File: config.mk
export PLATFORM = sky130hd
export DESIGN_NAME = ex_block
export DESIGN_NICKNAME = d
export VERILOG_FILES = /design/src/rtl/ex_block.sv
export SDC_FILE = /design/constraint.sdc
export NUM_CORES = 1
export LEC_CHECK = 0
export ABC_AREA = 1
export BUFFER_PORTS_ARGS = -buffer_cell sky130_fd_sc_hd__buf_2
export CORE_MARGIN = 8
export CORE_UTILIZATION = 23
export CTS_CLUSTER_DIAMETER = 120
export DETAILED_ROUTE_END_ITERATION = 8
export PLACE_DENSITY = 0.38
export SETUP_SLACK_MARGIN = 0.1
export SYNTH_ARGS = -nofsm -noshare
export SYNTH_HDL_FRONTEND = slang
export SYNTH_SLANG_ARGS = --single-unit
File: constraint.sdc
create_clock -name clk -period 4.5 [get_ports clk]
set_input_delay 0.9 -clock clk [delete_from_list [all_inputs] [get_ports clk]]
set_output_delay 0.9 -clock clk [all_outputs]
set_load 0.03 [all_outputs]
File: src/rtl/ex_block.sv
// Execute stage: operand forwarding, immediate select, single-cycle ALU and a
// shift-add multiplier that stalls upstream for WIDTH cycles.
module ex_block #(
   parameter int WIDTH   = 16,
   parameter int SHAMT_W = 4
) (
   input  logic             clk,
   input  logic             reset,
   input  logic             valid_in,
   input  logic [3:0]       op_dec,
   input  logic [WIDTH-1:0] A,
   input  logic [WIDTH-1:0] B,
   input  logic [WIDTH-1:0] imm,
   input  logic             imm_sel,
   input  logic [1:0]       fwd_a_sel,
   input  logic [1:0]       fwd_b_sel,
   input  logic [WIDTH-1:0] ans_dm,
   input  logic             mem_en_in,
   input  logic             mem_rw_in,
   input  logic             mem_mux_sel_in,
   output logic [WIDTH-1:0] ans_ex,
   output logic [WIDTH-1:0] DM_data,
   output logic             mem_en_ex,
   output logic             mem_rw_ex,
   output logic             mem_mux_sel_dm,
   output logic             zero_ex,
   output logic             carry_ex,
   output logic             stall_ex
);

   localparam int CNT_W = $clog2(WIDTH);
   localparam logic [CNT_W-1:0] CNT_LAST = CNT_W'(WIDTH - 1);
   localparam logic [3:0] OP_MUL = 4'd8;

   typedef enum logic {IDLE, BUSY} state_t;

   state_t           state_q, state_d;
   logic [CNT_W-1:0] cnt_q, cnt_d;
   logic [WIDTH-1:0] ans_q, ans_d, data_q, data_d;
   logic [WIDTH-1:0] acc_q, acc_d, mcand_q, mcand_d, mplr_q, mplr_d, ldata_q, ldata_d;
   logic             en_q, en_d, rw_q, rw_d, mux_q, mux_d;
   logic             len_q, len_d, lrw_q, lrw_d, lmux_q, lmux_d;
   logic             zero_q, zero_d, carry_q, carry_d, stall_q, stall_d;

   logic [WIDTH-1:0] opA, fB, opB, res, step_acc;
   logic [WIDTH:0]   sum;
   logic             cout;

   // Forwarding from ans_ex reads the register, never the ALU output.
   always_comb begin
      opA = (fwd_a_sel == 2'd1) ? ans_q : (fwd_a_sel == 2'd2) ? ans_dm : A;
      fB  = (fwd_b_sel == 2'd1) ? ans_q : (fwd_b_sel == 2'd2) ? ans_dm : B;
      opB = imm_sel ? imm : fB;
   end

   always_comb begin
      res  = '0;
      sum  = '0;
      cout = carry_q;
      case (op_dec)
         4'd0: begin
            sum  = {1'b0, opA} + {1'b0, opB};
            res  = sum[WIDTH-1:0];
            cout = sum[WIDTH];
         end
         4'd1: begin
            res  = opA - opB;
            cout = (opA < opB);
         end
         4'd2: res = opA & opB;
         4'd3: res = opA | opB;
         4'd4: res = opA ^ opB;
         4'd5: res = ~opA;
         4'd6: res = opA << opB[SHAMT_W-1:0];
         4'd7: res = $signed(opA) >>> opB[SHAMT_W-1:0];
         4'd9: res = opB;
         default: res = '0;
      endcase
   end

   assign step_acc = acc_q + (mplr_q[0] ? mcand_q : '0);

   always_comb begin
      state_d = state_q;
      cnt_d   = cnt_q;
      ans_d   = ans_q;
      data_d  = data_q;
      zero_d  = zero_q;
      carry_d = carry_q;
      stall_d = stall_q;
      acc_d   = acc_q;
      mcand_d = mcand_q;
      mplr_d  = mplr_q;
      ldata_d = ldata_q;
      len_d   = len_q;
      lrw_d   = lrw_q;
      lmux_d  = lmux_q;
      en_d    = 1'b0;
      rw_d    = 1'b0;
      mux_d   = 1'b0;
      case (state_q)
         IDLE: begin
            if (valid_in && op_dec == OP_MUL) begin
               mcand_d = opA;
               mplr_d  = opB;
               acc_d   = '0;
               cnt_d   = '0;
               ldata_d = fB;
               len_d   = mem_en_in;
               lrw_d   = mem_rw_in;
               lmux_d  = mem_mux_sel_in;
               stall_d = 1'b1;
               state_d = BUSY;
            end else if (valid_in) begin
               ans_d   = res;
               data_d  = fB;
               zero_d  = (res == '0);
               carry_d = cout;
               en_d    = mem_en_in;
               rw_d    = mem_rw_in;
               mux_d   = mem_mux_sel_in;
            end
         end
         BUSY: begin
            acc_d   = step_acc;
            mcand_d = mcand_q << 1;
            mplr_d  = mplr_q >> 1;
            cnt_d   = cnt_q + 1'b1;
            // Last step: the product is step_acc, so it is written directly.
            if (cnt_q == CNT_LAST) begin
               ans_d   = step_acc;
               zero_d  = (step_acc == '0);
               data_d  = ldata_q;
               en_d    = len_q;
               rw_d    = lrw_q;
               mux_d   = lmux_q;
               stall_d = 1'b0;
               state_d = IDLE;
            end
         end
         default: state_d = IDLE;
      endcase
   end

   always_ff @(posedge clk) begin
      if (!reset) begin
         state_q <= IDLE;
         cnt_q   <= '0;
         ans_q   <= '0;
         data_q  <= '0;
         zero_q  <= 1'b0;
         carry_q <= 1'b0;
         stall_q <= 1'b0;
         acc_q   <= '0;
         mcand_q <= '0;
         mplr_q  <= '0;
         ldata_q <= '0;
         len_q   <= 1'b0;
         lrw_q   <= 1'b0;
         lmux_q  <= 1'b0;
         en_q    <= 1'b0;
         rw_q    <= 1'b0;
         mux_q   <= 1'b0;
      end else begin
         state_q <= state_d;
         cnt_q   <= cnt_d;
         ans_q   <= ans_d;
         data_q  <= data_d;
         zero_q  <= zero_d;
         carry_q <= carry_d;
         stall_q <= stall_d;
         acc_q   <= acc_d;
         mcand_q <= mcand_d;
         mplr_q  <= mplr_d;
         ldata_q <= ldata_d;
         len_q   <= len_d;
         lrw_q   <= lrw_d;
         lmux_q  <= lmux_d;
         en_q    <= en_d;
         rw_q    <= rw_d;
         mux_q   <= mux_d;
      end
   end

   assign ans_ex         = ans_q;
   assign DM_data        = data_q;
   assign mem_en_ex      = en_q;
   assign mem_rw_ex      = rw_q;
   assign mem_mux_sel_dm = mux_q;
   assign zero_ex        = zero_q;
   assign carry_ex       = carry_q;
   assign stall_ex       = stall_q;

endmodule

# == Word level (Yosys, flattened, before mapping) ==
# Index checks and enable logic that the tools add are counted.
# classes
n_addsub,4
magnitude_cmp,1
n_eq_ne,18
shift,2
mux,46
bitwise,6
n_reduce_logical,9
# ops
cell,n
2-to-1 mux 16 bit,15
case mux 16 bit (2 select lines),5
case mux 16 bit (9 select lines),1
logical NOT 16 bit,2
adder 16 x 16 -> 17 bit,1
adder 16 bit,1
bitwise AND 16 bit,1
equality test 4 x 3 -> 1 bit (second input constant),4
less-than comparator 16 bit,1
2-to-1 mux 1 bit,16
NOT 16 bit,1
OR 16 bit,1
left shift 16 x 4 -> 16 bit,1
>>> shifter 16 x 4 -> 16 bit,1
subtractor 16 bit,1
bitwise XOR 16 bit,1
case mux 1 bit (2 select lines),7
equality test 4 bit (second input constant),3
equality test 4 x 2 -> 1 bit (second input constant),2
case mux 4 bit (2 select lines),1
inequality test 2 bit (second input constant),3
adder 4 x 1 -> 4 bit (second input constant),1
equality test 2 x 1 -> 1 bit (second input constant),2
equality test 2 bit (second input constant),2
10 further kinds,12
# word_totals
register_bits,110
in_bits,79
output_inout_bits,38
wordCells,103

# == Longest topological paths before layout ==
# logic_depth
ltp_word,10
mapped_depth,32
depth_no_buf,31

# == Least setup slack after synthesis ==
# Ideal clock, no wire load.
# synth_path
kind,input-to-reg
start,in fwd_b_sel[0]
end,reg zero_q (netlist: zero_ex)
setup_time_ns,0.056
arrival_time_ns,3.718
t_required_ns,4.444
slack_ns,0.726
cell_stages,28
n_path_buf,2
cell_sequence,inv_2 nor2_2 nor2_2 nand2_1 o211ai_1 nand2_1 nand2_2 inv_2 buf_4 ha_1 clkbuf_1 nand2_1 nor3_1 nand3_1 nand3_1 nand2_1 nand2_1 nand2_1 and2_1 o21ai_0 a21oi_1 nor2_1 nand2_1 nor2_1 nand2_1 nand3_1 nand2_1 inv_1
# synth_between
elab_chain_len,10
word_cells_on_any_way,17
cone_classes,2 x add/sub; 2 x eq/ne; 2 x shift; 7 x mux; 3 x bitwise; 1 x reduce/logical
# synth_lines
element,line_no,text
start: declaration,16,"input logic [1:0] fwd_b_sel,"
equality test 2 bit,52,fB = (fwd_b_sel == 2'd1) ? ans_q : (fwd_b_sel == 2'd2) ? ans_dm : B;
2-to-1 mux 16 bit,52,
2-to-1 mux 16 bit (*),52,
2-to-1 mux 16 bit (*),53,opB = imm_sel ? imm : fB;
"subtractor 16 bit, or another cell as far along",67,res = opA - opB;
case mux 16 bit (9 select lines) (*),60,case (op_dec)
logical NOT 16 bit (*),117,zero_d = (res == '0);
2-to-1 mux 1 bit (*),114,end else if (valid_in) begin
2-to-1 mux 1 bit (*),103,if (valid_in && op_dec == OP_MUL) begin
case mux 1 bit (2 select lines) (*),101,case (state_q)
end signal: assignment,169,zero_q <= zero_d;
end: declaration,43,"logic zero_q, zero_d, carry_q, carry_d, stall_q, stall_d;"
# Every way passes the cells marked *; elsewhere a longest branch is shown, timed or not. The select of a mux whose other input is x is not followed.
# A chain may end at the register's enable or synchronous reset.

# == Final worst setup path ==
# layout_path
start,in fwd_b_sel[1]
end,reg zero_q (netlist: zero_ex)
# The elaborated chain is that of the path after synthesis.

==> qor.yml <==
crit_path_max_incr_delay_ns: 0.40
gp_congestion: 0.9347
cp-start-kind: "input port"
combinationalPowerShare_pct: 43.3
synth_edf_count: 0
crit_slowest_cell: "ha_2"
ys_types: 43
peakVddDrop_v: 0.0001600
outcome: "completed"
area_growth_pct: 22.83
overflow: 0
rsz0062_at_grt: "false"
layout-drive-gt1-share_pct: 17.79
drt_iter0_drc: 951
crit_fanout: 15
path_class: "input port to flip-flop"
synth_top_area_cell: "dfxtp_1"
worstSkewPairLatency_ns: 0.39
max_cap_viol_count: 0
ios: 117
hp-class: "flip-flop to flip-flop"
swShare_pct: 42.53
p_leak_uw: 0.005893
powerDensity_mw_per_mm2: 281.8
place_area_sq_mm: 0.01183
nFillCells: 4933
cts_setup_buffers: 0
drv_slew: 0
final_core_util_pct: 28.41
cp-end-kind: "flip-flop"
period_needed_ns: 4.132
p_switching_uw: 1457
tightest_slew_ns: 1.100
initial_utilization_pct: 23.13
syn_avg_cell_area_sq_um: 5.999
synth_fp_nets: 1797
cpMostUsedCell: "nand2_1"
final_area_sq_mm: 0.01216
yosys_warnings: 0
wl_per_cell_um: 20.88
critPathTopFamily: "simple AND/OR/NAND/NOR gates"
synth_cells: 1650
core-area_sq_mm: 0.04279
ctsHoldBuffers: 0
grt_pass1_wl_mm: 73.86
ant_nets: 0
die_h_um: 223.5
ys_ff_latch: 110
cts_tree: "yes"
post-route-period-util_pct: 91.81
dpl.hpwl_mm: 39.13
htreeDepth: 3
fin_nets: 1980
drc: 0
ys.flop_type: "dfxtp_1"
rows: 76
max_freq_mhz: 242.0
setup_tns_ns: 0
crit_required_ns: 4.83
ys_seq_area_share_pct: 22.25
multi_input_area_sq_mm: 0.006671
cts-root-buf: "clkbuf_16"
clkPwrFrac_pct: 26.4
cp.depth: 28
fin_skew_ns: 0.01680
synth.area.top_cells: "dfxtp_1 22%, nand2_1 16%, nand3_1 11%"
worstPathArrival_ns: 4.47
hold_violations: 0
slew_headroom_pct: 26.58
routed_wl_mm: 49.78
regArea_sq_mm: 0.002203
synth_top_area_share_pct: 22.25
dieArea_sq_mm: 0.04993
via_count: 11930
synthArstFlopShare_pct: 0
intPower_uw: 1969
cts.sinks: 110
port_buffers: 116
grtUsageTotal_pct: 19.42
drtPass1Iterations: 5
setup_viol: 0
clockBufferDepth: 2
synth_area_sq_mm: 0.009898
p_seq_share_pct: 30.4
cts_buffers: 9
grt_pass1_vias: 11670
grt_max_degree: 63
die_w_um: 223.5
min_path_cells: 2
antenna_found_initial: 1
cp_num_buf_inv: 7
r2r_cells: 22
n_antenna_cell: 0
vias_per_cell: 5.003
cts.reportedPaths.clkPinSlew_ns: 0.09
## cell families (layout without fill, tap and decap cells)
family          count (synthesis)  count (layout)  share of synthesized area [%]
fa+ha+maj                      68              68                          8.823
buf+inv                       255             443                          10.55
flops                         110             110                          22.25
simple gates                  851             851                          36.97
xor+xnor                       11              11                         0.9733
compound gates                355             355                          20.43
## layout make-up
type,instances,area share (%)
Clock buffer,10,1.883
Sequential cell,110,18.12
Tap cell,546,5.619
Multi-Input combinational cell,1285,54.87
Inverter,174,5.372
Clock inverter,6,0.6586
Timing Repair Buffer,253,13.47
## worst min-delay path, cell delays in order (launching register included)
cell and delay, ns:
dfxtp_1 0.32, inv_1 0.05, a21oi_1 0.05
## metrics by stage
| step | hold WS, ns | setup WS (ns) | power, uW | instances |
|---|---|---|---|---|
| 2_1_floorplan | 0.4256 | 0.7259 | 1869 | 1650 |
| 3_3_place_gp | 0.4397 | -0.1456 | 2541 | 2368 |
| 5_1_grt | 0.4809 | 0.1005 | 3638 | 2384 |
| 3_5_place_dp | 0.4458 | -0.2171 | 2525 | 2368 |
| 6_report | 0.4589 | 0.3685 | 3426 | 2384 |
| 4_1_cts | 0.4592 | 0.1689 | 3449 | 2384 |
## repair_timing
action                     4_1_cts  5_1_grt
gates resized for setup          0        6
hold endpoints to repair         0        0
setup endpoints to repair        0        5
## placed cells by master (no fill, tap or decap), drive strengths merged, types with 16 or more instances in the layout
cell type    n
ha          65
nand4       16
a21oi      133
o211ai      18
dfxtp      110
nor3        17
or2         26
inv        171
a31oi       31
buf        253
a221oi      16
o21ai      118
nor2       138
nand3      217
nand2      433
## cells in the mapped netlist, drive strengths merged, types with 5 or more instances
library cell,n
o211ai,18
inv,169
clkinv,5
xor2,7
nor2,138
o21bai,7
a221oi,16
dfxtp,110
clkbuf,52
buf,29
a21oi,133
or2,26
nor3,17
o22ai,15
nand4,16
nand3,217
a211oi,8
a31oi,31
nand2,433
o21ai,118
ha,65
## state kept, by name, summed over array words and instances (netlist names), 4 cells and up
name / flops
cnt_q: 4
ldata_q: 16
mcand_q: 16
DM_data: 16
mplr_q: 16
ans_ex: 16
acc_q: 16
## per-layer routing
layer	part of all wire, %	wire, um	track usage [%]	up-vias
li1	-	-	-	5889
met3	6.1	3056	4.071	64
met2	46	22770	31.60	336
met4	2.3	1167	5.353	2
met5	0.026	13	0	-
met1	46	22770	25.65	5637
## final timing paths
kind | from | to | slack [ns]
setup / recovery | fwd_b_sel[1] | zero_ex | 0.37
hold / removal | stall_ex | stall_ex | 0.46
setup reg to reg | ans_ex[0] | ans_ex[4] | 0.81
hold reg to reg | stall_ex | stall_ex | 0.46
## power by group through the flow
stage	Clock, uW	Combinational, uW	Sequential, uW
finish	903	1480	1040
global route	976	1620	1050
CTS	938	1470	1040
detailed placement	0	1460	1060
global placement	0	1480	1060
floorplan	0	765	1100
Power figures use the tool's default switching activity.
